## src/rtl/nd_packet_reader.sv

```systemverilog
// Read side of the transmitter's non-data packet FIFO: validates the PID at the
// FIFO head, prepends SYNC, and streams handshake/token packets to the encoder.
module nd_packet_reader #(
    parameter logic [7:0]  SYNC_BYTE  = 8'h80,
    parameter int unsigned GAP_CYCLES = 2
) (
    input  logic       clk,
    input  logic       n_rst,
    input  logic       fifo_empty,
    input  logic [7:0] fifo_rdata,
    output logic       fifo_r_enable,
    output logic [7:0] tx_data,
    output logic       tx_valid,
    input  logic       tx_ready,
    output logic       tx_sop,
    output logic       tx_eop,
    output logic       pid_err,
    output logic       underrun,
    output logic       busy
);

    localparam int unsigned GAP_W = 4;

    typedef enum logic [2:0] {
        S_IDLE,
        S_CHECK,
        S_SYNC,
        S_PID,
        S_TOK1,
        S_TOK2,
        S_EOP,
        S_GAP
    } state_e;

    typedef enum logic [1:0] {
        PID_ILLEGAL,
        PID_SHORT,
        PID_LONG
    } pid_class_e;

    state_e           state_q, state_d;
    logic [GAP_W-1:0] gap_q, gap_d;
    logic             long_q, long_d;
    pid_class_e       pid_class;

    // Handshake PIDs carry no payload; token PIDs carry two more bytes.
    function automatic pid_class_e classify(input logic [7:0] pid);
        pid_class_e cls;
        case (pid)
            8'hD2, 8'h5A, 8'h1E:         cls = PID_SHORT;
            8'hE1, 8'h69, 8'h2D, 8'hA5:  cls = PID_LONG;
            default:                     cls = PID_ILLEGAL;
        endcase
        return cls;
    endfunction

    assign pid_class = classify(fifo_rdata);

    always_ff @(posedge clk or negedge n_rst) begin
        if (!n_rst) begin
            state_q <= S_IDLE;
            gap_q   <= '0;
            long_q  <= 1'b0;
        end else begin
            state_q <= state_d;
            gap_q   <= gap_d;
            long_q  <= long_d;
        end
    end

    always_comb begin
        state_d       = state_q;
        gap_d         = gap_q;
        long_d        = long_q;
        fifo_r_enable = 1'b0;
        tx_data       = 8'h00;
        tx_valid      = 1'b0;
        tx_sop        = 1'b0;
        tx_eop        = 1'b0;
        pid_err       = 1'b0;
        underrun      = 1'b0;
        busy          = (state_q != S_IDLE);

        case (state_q)
            S_IDLE: begin
                if (!fifo_empty) begin
                    state_d = S_CHECK;
                end
            end

            // Legal PIDs stay at the head until sent; illegal ones are dropped here.
            S_CHECK: begin
                if (!fifo_empty && (pid_class != PID_ILLEGAL)) begin
                    long_d  = (pid_class == PID_LONG);
                    state_d = S_SYNC;
                end else begin
                    fifo_r_enable = !fifo_empty;
                    pid_err       = !fifo_empty;
                    state_d       = S_IDLE;
                end
            end

            S_SYNC: begin
                tx_data  = SYNC_BYTE;
                tx_valid = 1'b1;
                tx_sop   = 1'b1;
                if (tx_ready) begin
                    state_d = S_PID;
                end
            end

            // PID and token bytes share one path; a missing byte aborts the packet.
            S_PID, S_TOK1, S_TOK2: begin
                if (fifo_empty) begin
                    underrun = 1'b1;
                    state_d  = S_EOP;
                end else begin
                    tx_data  = fifo_rdata;
                    tx_valid = 1'b1;
                    if (tx_ready) begin
                        fifo_r_enable = 1'b1;
                        case (state_q)
                            S_PID:   state_d = long_q ? S_TOK1 : S_EOP;
                            S_TOK1:  state_d = S_TOK2;
                            default: state_d = S_EOP;
                        endcase
                    end
                end
            end

            S_EOP: begin
                tx_eop  = 1'b1;
                gap_d   = GAP_W'(GAP_CYCLES);
                state_d = S_GAP;
            end

            // Inter-packet gap: FIFO is ignored until the counter expires.
            S_GAP: begin
                gap_d = gap_q - GAP_W'(1);
                if (gap_q <= GAP_W'(1)) begin
                    gap_d   = '0;
                    state_d = S_IDLE;
                end
            end

            default: begin
                state_d = S_IDLE;
            end
        endcase
    end

endmodule

```

## config.mk

```make
export PLATFORM = sky130hd
export DESIGN_NAME = nd_packet_reader
export DESIGN_NICKNAME = d
export VERILOG_FILES = /design/src/rtl/nd_packet_reader.sv
export SDC_FILE = /design/constraint.sdc
export NUM_CORES = 1
export LEC_CHECK = 0
export CAP_MARGIN = 20
export CORE_ASPECT_RATIO = 1.2
export CORE_MARGIN = 4
export CORE_UTILIZATION = 23
export DETAILED_ROUTE_END_ITERATION = 7
export REMOVE_ABC_BUFFERS = 1
export SLEW_MARGIN = 20
export SYNTH_ARGS = -nofsm -noshare
export SYNTH_HDL_FRONTEND = slang
export SYNTH_SLANG_ARGS = --single-unit
```

## constraint.sdc

```tcl
create_clock -name clk -period 1.6 [get_ports clk]
set_clock_uncertainty 0.05 [all_clocks]
set_input_delay 0.32 -clock clk [delete_from_list [all_inputs] [get_ports clk]]
set_output_delay 0.32 -clock clk [all_outputs]
set_load 0.005 [all_outputs]
```

# Word level (Yosys, flattened, before mapping)
# Cells that the tools add are included.
totals:
  output_inout_bits: 15
  register_bits: 8
  inputBits: 12
classes:
  addsub: 1
  reduce_logical: 11
  mux: 25
  magnitude_cmp: 1
  n_eq_ne: 19
op_table:
  columns: ["cell", "count"]
  rows:
  - ["== test 8 bit, second input constant", 3]
  - ["case mux 3 bit (6 select lines)", 1]
  - ["== test 8 x 7 -> 1 bit, second input constant", 2]
  - ["case mux 8 bit (2 select lines)", 1]
  - ["two-way mux 3 bit", 5]
  - ["== test 3 bit, second input constant", 4]
  - ["two-way mux 1 bit", 9]
  - ["== test 8 x 5 -> 1 bit, second input constant", 1]
  - ["== test 8 x 6 -> 1 bit, second input constant", 1]
  - ["two-way mux 8 bit", 1]
  - ["case mux 2 bit (2 select lines)", 2]
  - ["case mux 4 bit (2 select lines)", 1]
  - ["== test 3 x 2 -> 1 bit, second input constant", 2]
  - ["inequality test 2 bit, second input constant", 3]
  - ["OR reduction 3 bit", 2]
  - ["less-or-equal comparator 4 x 1 -> 1 bit, second input constant", 1]
  - ["two-way mux 2 bit", 2]
  - ["two-way mux 4 bit", 1]
  - ["case mux 1 bit (2 select lines)", 2]
  - ["AND reduction 4 bit", 1]
  - ["nonzero test 2 bit", 2]
  - ["OR reduction 4 bit", 1]
  - ["subtractor 4 x 1 -> 4 bit, second input constant", 1]
  - ["== test 3 x 1 -> 1 bit, second input constant", 1]
  - ["7 further kinds", 7]

# Logic depth before layout (Yosys ltp)
# Gate-level depths: netlist of the first run.
logic_depth:
  ltp_word: 7
  mapped_depth: 7
  ltp_nobuf: 7

# Worst setup path after synthesis of the first run
# OpenSTA, ideal clock, no wires.
synth_timing:
  path_kind: "register to output"
  startpoint: "register state_q[1]"
  endpoint: "output fifo_r_enable"
  stages_incl_launch_ff: 5
  t_arrival_ns: 1.332
  required_ns: 1.230
  setup_slack_ns: -0.102
  cell_sequence: "dfrtp_1 -> or2_1 -> or3b_4 -> a21oi_1 -> a21o_1"
synth_via:
  elab_chain_len: 3
  word_cells_on_any_way: 6
synth_lines:
  columns: ["element", "line_no", "source"]
  rows:
  - ["start, declared", "41", "state_e state_q, state_d;"]
  - ["start signal, assigned", "65", "state_q <= state_d;"]
  - ["== test 3 bit / == test 3 x 2 -> 1 bit (equally long branches)", "84", "case (state_q)"]
  - ["OR reduction 3 bit", "84", null]
  - ["case mux 1 bit (2 select lines) (*)", "84", null]
  - ["end, declared", "11", "output logic fifo_r_enable,"]
# Mark *: on every way between the ends. The rest lies on a longest branch, timed or not.

# Worst setup path after layout of the first run
# Ends and elaborated chain as after synthesis.

==> results of run 1 <==
-- power by group --
part           internal [W]  switching [W]
Clock             0.0000858      0.0000674
Sequential         0.000290      0.0000895
Combinational       0.00128       0.000925
Total               0.00165        0.00108
-- path summary, 6_finish.rpt --
path | start | end | slack, ps | cells after the start
max | state_q[1] | fifo_r_enable | -350 | 5
min | n_rst | state_q[1] | 320 | 1
max reg2reg | state_q[1] | state_q[1] | -280 | 8
min reg2reg | long_q | long_q | 480 | 2
max in group asynchronous | n_rst | state_q[0] | 870 | 1
min in group clk | long_q | long_q | 480 | 2
-- through the flow --
stage                     cell area, µm²  instances
after floorplan                      666         85
after global placement              1210        177
after detailed placement            1210        177
after CTS                           1430        195
after global routing                1610        201
final                               1610        201
-- critical path, stage by stage, from the launching register on --
cell and delay [ps]:
dfrtp_1 400, or2_1 230, or3b_4 390, a21oi_2 120, a21o_1 90, buf_2 100
-- what timing repair did --
| action | CTS | global route |
|---|---|---|
| pin swaps | 23 | 15 |
| hold buffers | 0 | 0 |
| setup endpoints to repair | 18 | 19 |
| gates resized for setup | 103 | 35 |
| buffers inserted | 15 | 10 |
-- cell type report --
| cell class | count | share of cell area |
|---|---|---|
| Multi-Input combinational cell | 73 | 0.408 |
| Clock buffer | 3 | 0.0140 |
| Sequential cell | 8 | 0.126 |
| Tap cell | 34 | 0.0265 |
| Inverter | 4 | 0.00934 |
| Timing Repair Buffer | 79 | 0.416 |
-- sequential cells by signal (all words and copies together), names as in the netlist --
| name | count |
|---|---|
| state_q | 3 |
| gap_q | 4 |
| long_q | 1 |
-- logic make-up (layout without fill, tap and decap cells) --
| logic type | Yosys count | in the layout | synth area share |
|---|---|---|---|
| XOR/XNOR | 3 | 3 | 0.0378 |
| flip-flops | 8 | 8 | 0.288 |
| buffers and inverters | 7 | 86 | 0.0630 |
| adder cells (fa/ha/maj) | 2 | 2 | 0.0360 |
| AND/OR/NAND/NOR | 42 | 42 | 0.333 |
| AO/OA/AOI/OAI | 26 | 26 | 0.241 |
-- cells in the final DEF (no fill, tap or decap), types with 4 or more instances in the layout --
| cell | n |
|---|---|
| buf_6 | 22 |
| a21o_1 | 4 |
| buf_4 | 35 |
| dfrtp_1 | 6 |
| and2_1 | 4 |
| nand3_1 | 5 |
| and2_4 | 4 |
| a21oi_1 | 6 |
| o21ai_0 | 4 |
| dlygate4sd2_1 | 7 |
| nor2_4 | 5 |
| buf_2 | 10 |
-- layer usage --
| layer | GRT usage | vias to the layer above | wire (µm) |
|---|---|---|---|
| met3 | 0.0170 | 6 | 174 |
| met1 | 0.135 | 427 | 1120 |
| li1 | - | 471 | - |
| met4 | 0.0667 | 0 | 64 |
| met2 | 0.257 | 37 | 1260 |
| met5 | 0 | - | 0 |
==> flow_summary.ini, run 1 <==
[setup_path]
crit_type = flop to output pin
worstSetupStartpointType = flop
worst_ep_arrival_time_ps = 1580
crit_required_ps = 1230
cp-end-kind = output pin
crit_path_max_fanout = 2

[sta]
max_clock_freq_mhz = 513
timing_worst_slew_pin_value_ps = 408
layout_min_cycle_time_ps = 1950
slew-limit-headroom = 0.727
fin_tns_setup_ps = -3650
rsz0062_at_grt = yes
maxSlewViolCount = 0
hold-worst-slack_ps = 315
finalCritPeriodShare = 1.22
finalWorstSetupSlack_ps = -351
finalHoldViolations = 0
report.final.setup_viol = 18

[global_route]
globalRouteTotalUtil = 0.132
grt_max_degree = 9
grt_antenna_before_repair = 0
grt_overflow = 0
grt_pass1_wl_mm = 4.00
first_global_vias = 925

[floorplanning]
floorplan.die.height_um = 68.2
io-pin-count = 27
die_w_um = 58.2
fp-row-count = 21
design.core.area_um2 = 2840
initial_utilization = 0.245
die-area_um2 = 3970

[power_and_ir_drop]
vdd_ir_drop_max_mv = 1.07
total_power_after_layout_w = 0.00274
power.density_nw_per_um2 = 1700
power.static_leakage_nw = 0.786

[layout]
utilization = 0.567
multi_input_area_um2 = 656
drive_above_1_share = 0.629
seqCellArea_um2 = 203
nFillCells = 236
antenna_cells = 0
areaGrowthSynthToFinish_pct = 132
design.final.nets = 183

[logic_synthesis]
ys_seq_area_frac = 0.288
netlist_instances = 88
synth_top_cells_by_area = dfrtp_1 29%, and2_1 7.2%, nor2_1 5.4%, a21oi_1 5.0%, a21o_1 4.3%
postSynthAreaPerCell_um2 = 7.89
synthTopCellsByCount = 10 x nor2_1, 8 x and2_1, 8 x dfrtp_1, 7 x a21oi_1, 6 x nand2_1
fraction_of_registers_with_async_set_reset = 1.00
post_synth_edffs = 0
yosys_warnings = 0
synth_top_cell_area_share = 0.288
synthDominantAreaCellType = dfrtp_1
yosysMostFrequentCell = nor2_1
syn-cell-area_um2 = 694
netlist-cell-type-count = 33
synth_seq_cells = 8
synth-main-ff-cell = dfrtp_1

[detailed_routing]
drc_errors = 0
vias = 941
mean_routed_wirelength_per_cell_um = 13.0
initial_drc_count = 24
wl_final_mm = 2.62
routed_via_density = 4.68
final_antenna_net_count = 0
drt_pass1_iterations = 4

[clock_tree]
clkSinkCount = 8
cts-buffers-inserted = 3
insertion_delay_ps = 250
clk_pin_slew_ps = 50
root_buffer = clkbuf_4
cts-htree-levels = 1
clk_path_buf_depth = 2
cts_tree = yes

[run_status]
failing_checks = negative setup slack
outcome = finished with violations

[place]
detailedPlacementHpwl_mm = 1.68
io_buf_count = 26
dpl_worst_slack_ps = -1040
gp_congestion = 0.789

[min_path]
holdCritPathClass = input port to asynchronous set/reset pin

[job]
maximum_capacitance_violations = 0
(Power assumes the default switching activity.)
==> run 2, diff against run 1 <==
ABC_AREA = 1   (was not set)
==> flow_summary.ini, run 2 <==
[run_status]
outcome = finished with violations
failing_checks = negative setup slack

[layout]
regMostFlops = gap_q
areaGrowthSynthToFinish_pct = 86.3
utilization = 0.456
reg.largest.list = gap_q: 4 flops, state_q: 3 flops, long_q: 1 flops
mostFrequentLayoutCell = nand2_1
layout_common_cells = 26 x nand2_1, 20 x buf_4, 18 x inv_1
drive_above_1_share = 0.505
design.final.nets = 202
max_reg_flops = 4
antenna_cells = 0

[logic_synthesis]
synth-main-ff-cell = dfrtp_1
netlist-cell-type-count = 24
synth_top_cell_area_share = 0.261
post_synth_edffs = 0
ys_seq_area_frac = 0.261
postSynthAreaPerCell_um2 = 6.15
syn-cell-area_um2 = 768
yosysMostFrequentCell = nand2_1
synth_top_cells_by_area = dfrtp_1 26%, nand2_1 17%, inv_1 14%, o21ai_0 5.2%, nor2_1 4.9%
synth_seq_cells = 8
netlist_instances = 125
synthTopCellsByCount = 35 x nand2_1, 29 x inv_1, 10 x nor2_1, 8 x dfrtp_1, 8 x o21ai_0
fraction_of_registers_with_async_set_reset = 1.00
synthDominantAreaCellType = dfrtp_1
yosys_warnings = 0

[sta]
maxSlewViolCount = 0
fin_tns_setup_ps = -2130
slew-limit-headroom = 0.782
timing_worst_slew_pin_value_ps = 326
finalWorstSetupSlack_ps = -269
layout_min_cycle_time_ps = 1870
hold-worst-slack_ps = 293
report.final.setup_viol = 13
max_clock_freq_mhz = 535
finalHoldViolations = 0
rsz0062_at_grt = yes
finalCritPeriodShare = 1.17

[detailed_routing]
met2_wirelength_mm = 1.30
route.layer.met1.wl_um = 859
drc_errors = 0
initial_drc_count = 23
final_antenna_net_count = 0
vias = 955
routed-wl-met3_um = 124
drt_pass1_iterations = 4
top_layer = met3
mean_routed_wirelength_per_cell_um = 10.3
routed_via_density = 4.30
wl_final_mm = 2.28

[setup_path]
worstSetupStartpointType = flop
rrSetupSlack_ps = 90
crit_type = flop to output pin
crit_required_ps = 1230
reg2regPathDepth = 11
crit_path_max_fanout = 4
cp-end-kind = output pin
worst_ep_arrival_time_ps = 1500

[global_route]
globalRouteTotalUtil = 0.113
grt_overflow = 0
grt_antenna_before_repair = 0
grt_pass1_wl_mm = 3.96
first_global_vias = 982
grt_max_degree = 9

[power_and_ir_drop]
p_int_w = 0.00134
power.combinational.fraction = 0.772
total_power_after_layout_w = 0.00237
vdd_ir_drop_max_mv = 0.799
share_clk_of_total_power = 0.059
power.density_nw_per_um2 = 1660
switchingPower_w = 0.00103
power.static_leakage_nw = 0.835
switching_share_of_power = 0.434
sequentialPowerShare = 0.169

[place]
detailedPlacementHpwl_mm = 1.70
gp_congestion = 0.922
dpl_worst_slack_ps = -648
io_buf_count = 26

[clock_tree]
insertion_delay_ps = 240
clk_pin_slew_ps = 50
ctsHoldBuffers = 0
cts-buffers-inserted = 3
cts_tree = yes
clkSinkCount = 8
clk_path_buf_depth = 2
root_buffer = clkbuf_4
cts-htree-levels = 1

[floorplanning]
die_w_um = 60.8
design.core.area_um2 = 3140
floorplan.die.height_um = 71.3
fp-row-count = 22
die-area_um2 = 4330
io-pin-count = 27
initial_utilization = 0.245

[min_path]
holdCritPathClass = input port to asynchronous set/reset pin

[job]
maximum_capacitance_violations = 0
==> run 2: changes by cell type in the layout (fill, tap and decap cells not counted), moves of 7 or more <==
cell / delta
nand2_2: +8
nor2_1: +7
inv_1: +16
nand2_1: +23
inv_2: +11
buf_6: -7
buf_4: -15
==> run 2: cell type report <==
class	count	area, µm²
Timing Repair Buffer	59	505
Fill cell	333	1710
Multi-Input combinational cell	83	523
Sequential cell	8	204
Clock buffer	3	22.5
Inverter	33	131
Tap cell	36	45.0
==> run 2: logic make-up after synthesis <==
family | share of synthesized area
AOI/OAI and AO/OA | 0.114
xor gates and xnor gates | 0.0228
adders and majority gates | 0.0326
buffers and inverters | 0.176
DFF | 0.261
and+or+nand+nor | 0.394
==> run 2: worst max-delay path, cell delays in order (launching register included) <==
cell,delay (ps)
dfrtp_2,430
buf_6,140
nand2_4,70
nand3_4,80
nand2_4,90
inv_4,50
buf_12,120
buf_6,110
nand2_2,50
inv_2,30
buf_6,100
==> run 2: repair_timing <==
action,CTS,global route
setup buffers,14,6
resized for setup,94,33
pin swaps,12,12
endpoints found under the setup margin,15,19
==> run 2: final timing paths <==
kind | startpoint | endpoint
setup / recovery | state_q[2] | tx_data[5]
hold / removal | n_rst | gap_q[0]
setup reg to reg | state_q[2] | state_q[1]
hold reg to reg | gap_q[1] | gap_q[1]
max in group asynchronous | n_rst | state_q[2]
min in group clk | gap_q[1] | gap_q[1]
==> run 2: power by group through the flow <==
stage	logic, W	clock network [W]	registers, W
detailed placement	0.00135	0	0.000368
global placement	0.00134	0	0.000367
global route	0.00203	0.000162	0.000410
CTS	0.00169	0.000147	0.000387
finish	0.00183	0.000140	0.000401
floorplan	0.000649	0	0.000377
==> run 2: per-layer routing <==
layer  track usage  up-vias
met5             0        -
met4        0.0217        0
met3        0.0162        0
met2         0.219       26
met1         0.125      425
li1              -      504
==> run 2: per-stage QoR <==
step / cell area (µm²) / cells
3_5_place_dp: 1200 / 205
6_report: 1430 / 222
5_1_grt: 1430 / 222
2_1_floorplan: 757 / 124
3_3_place_gp: 1200 / 205
4_1_cts: 1360 / 222
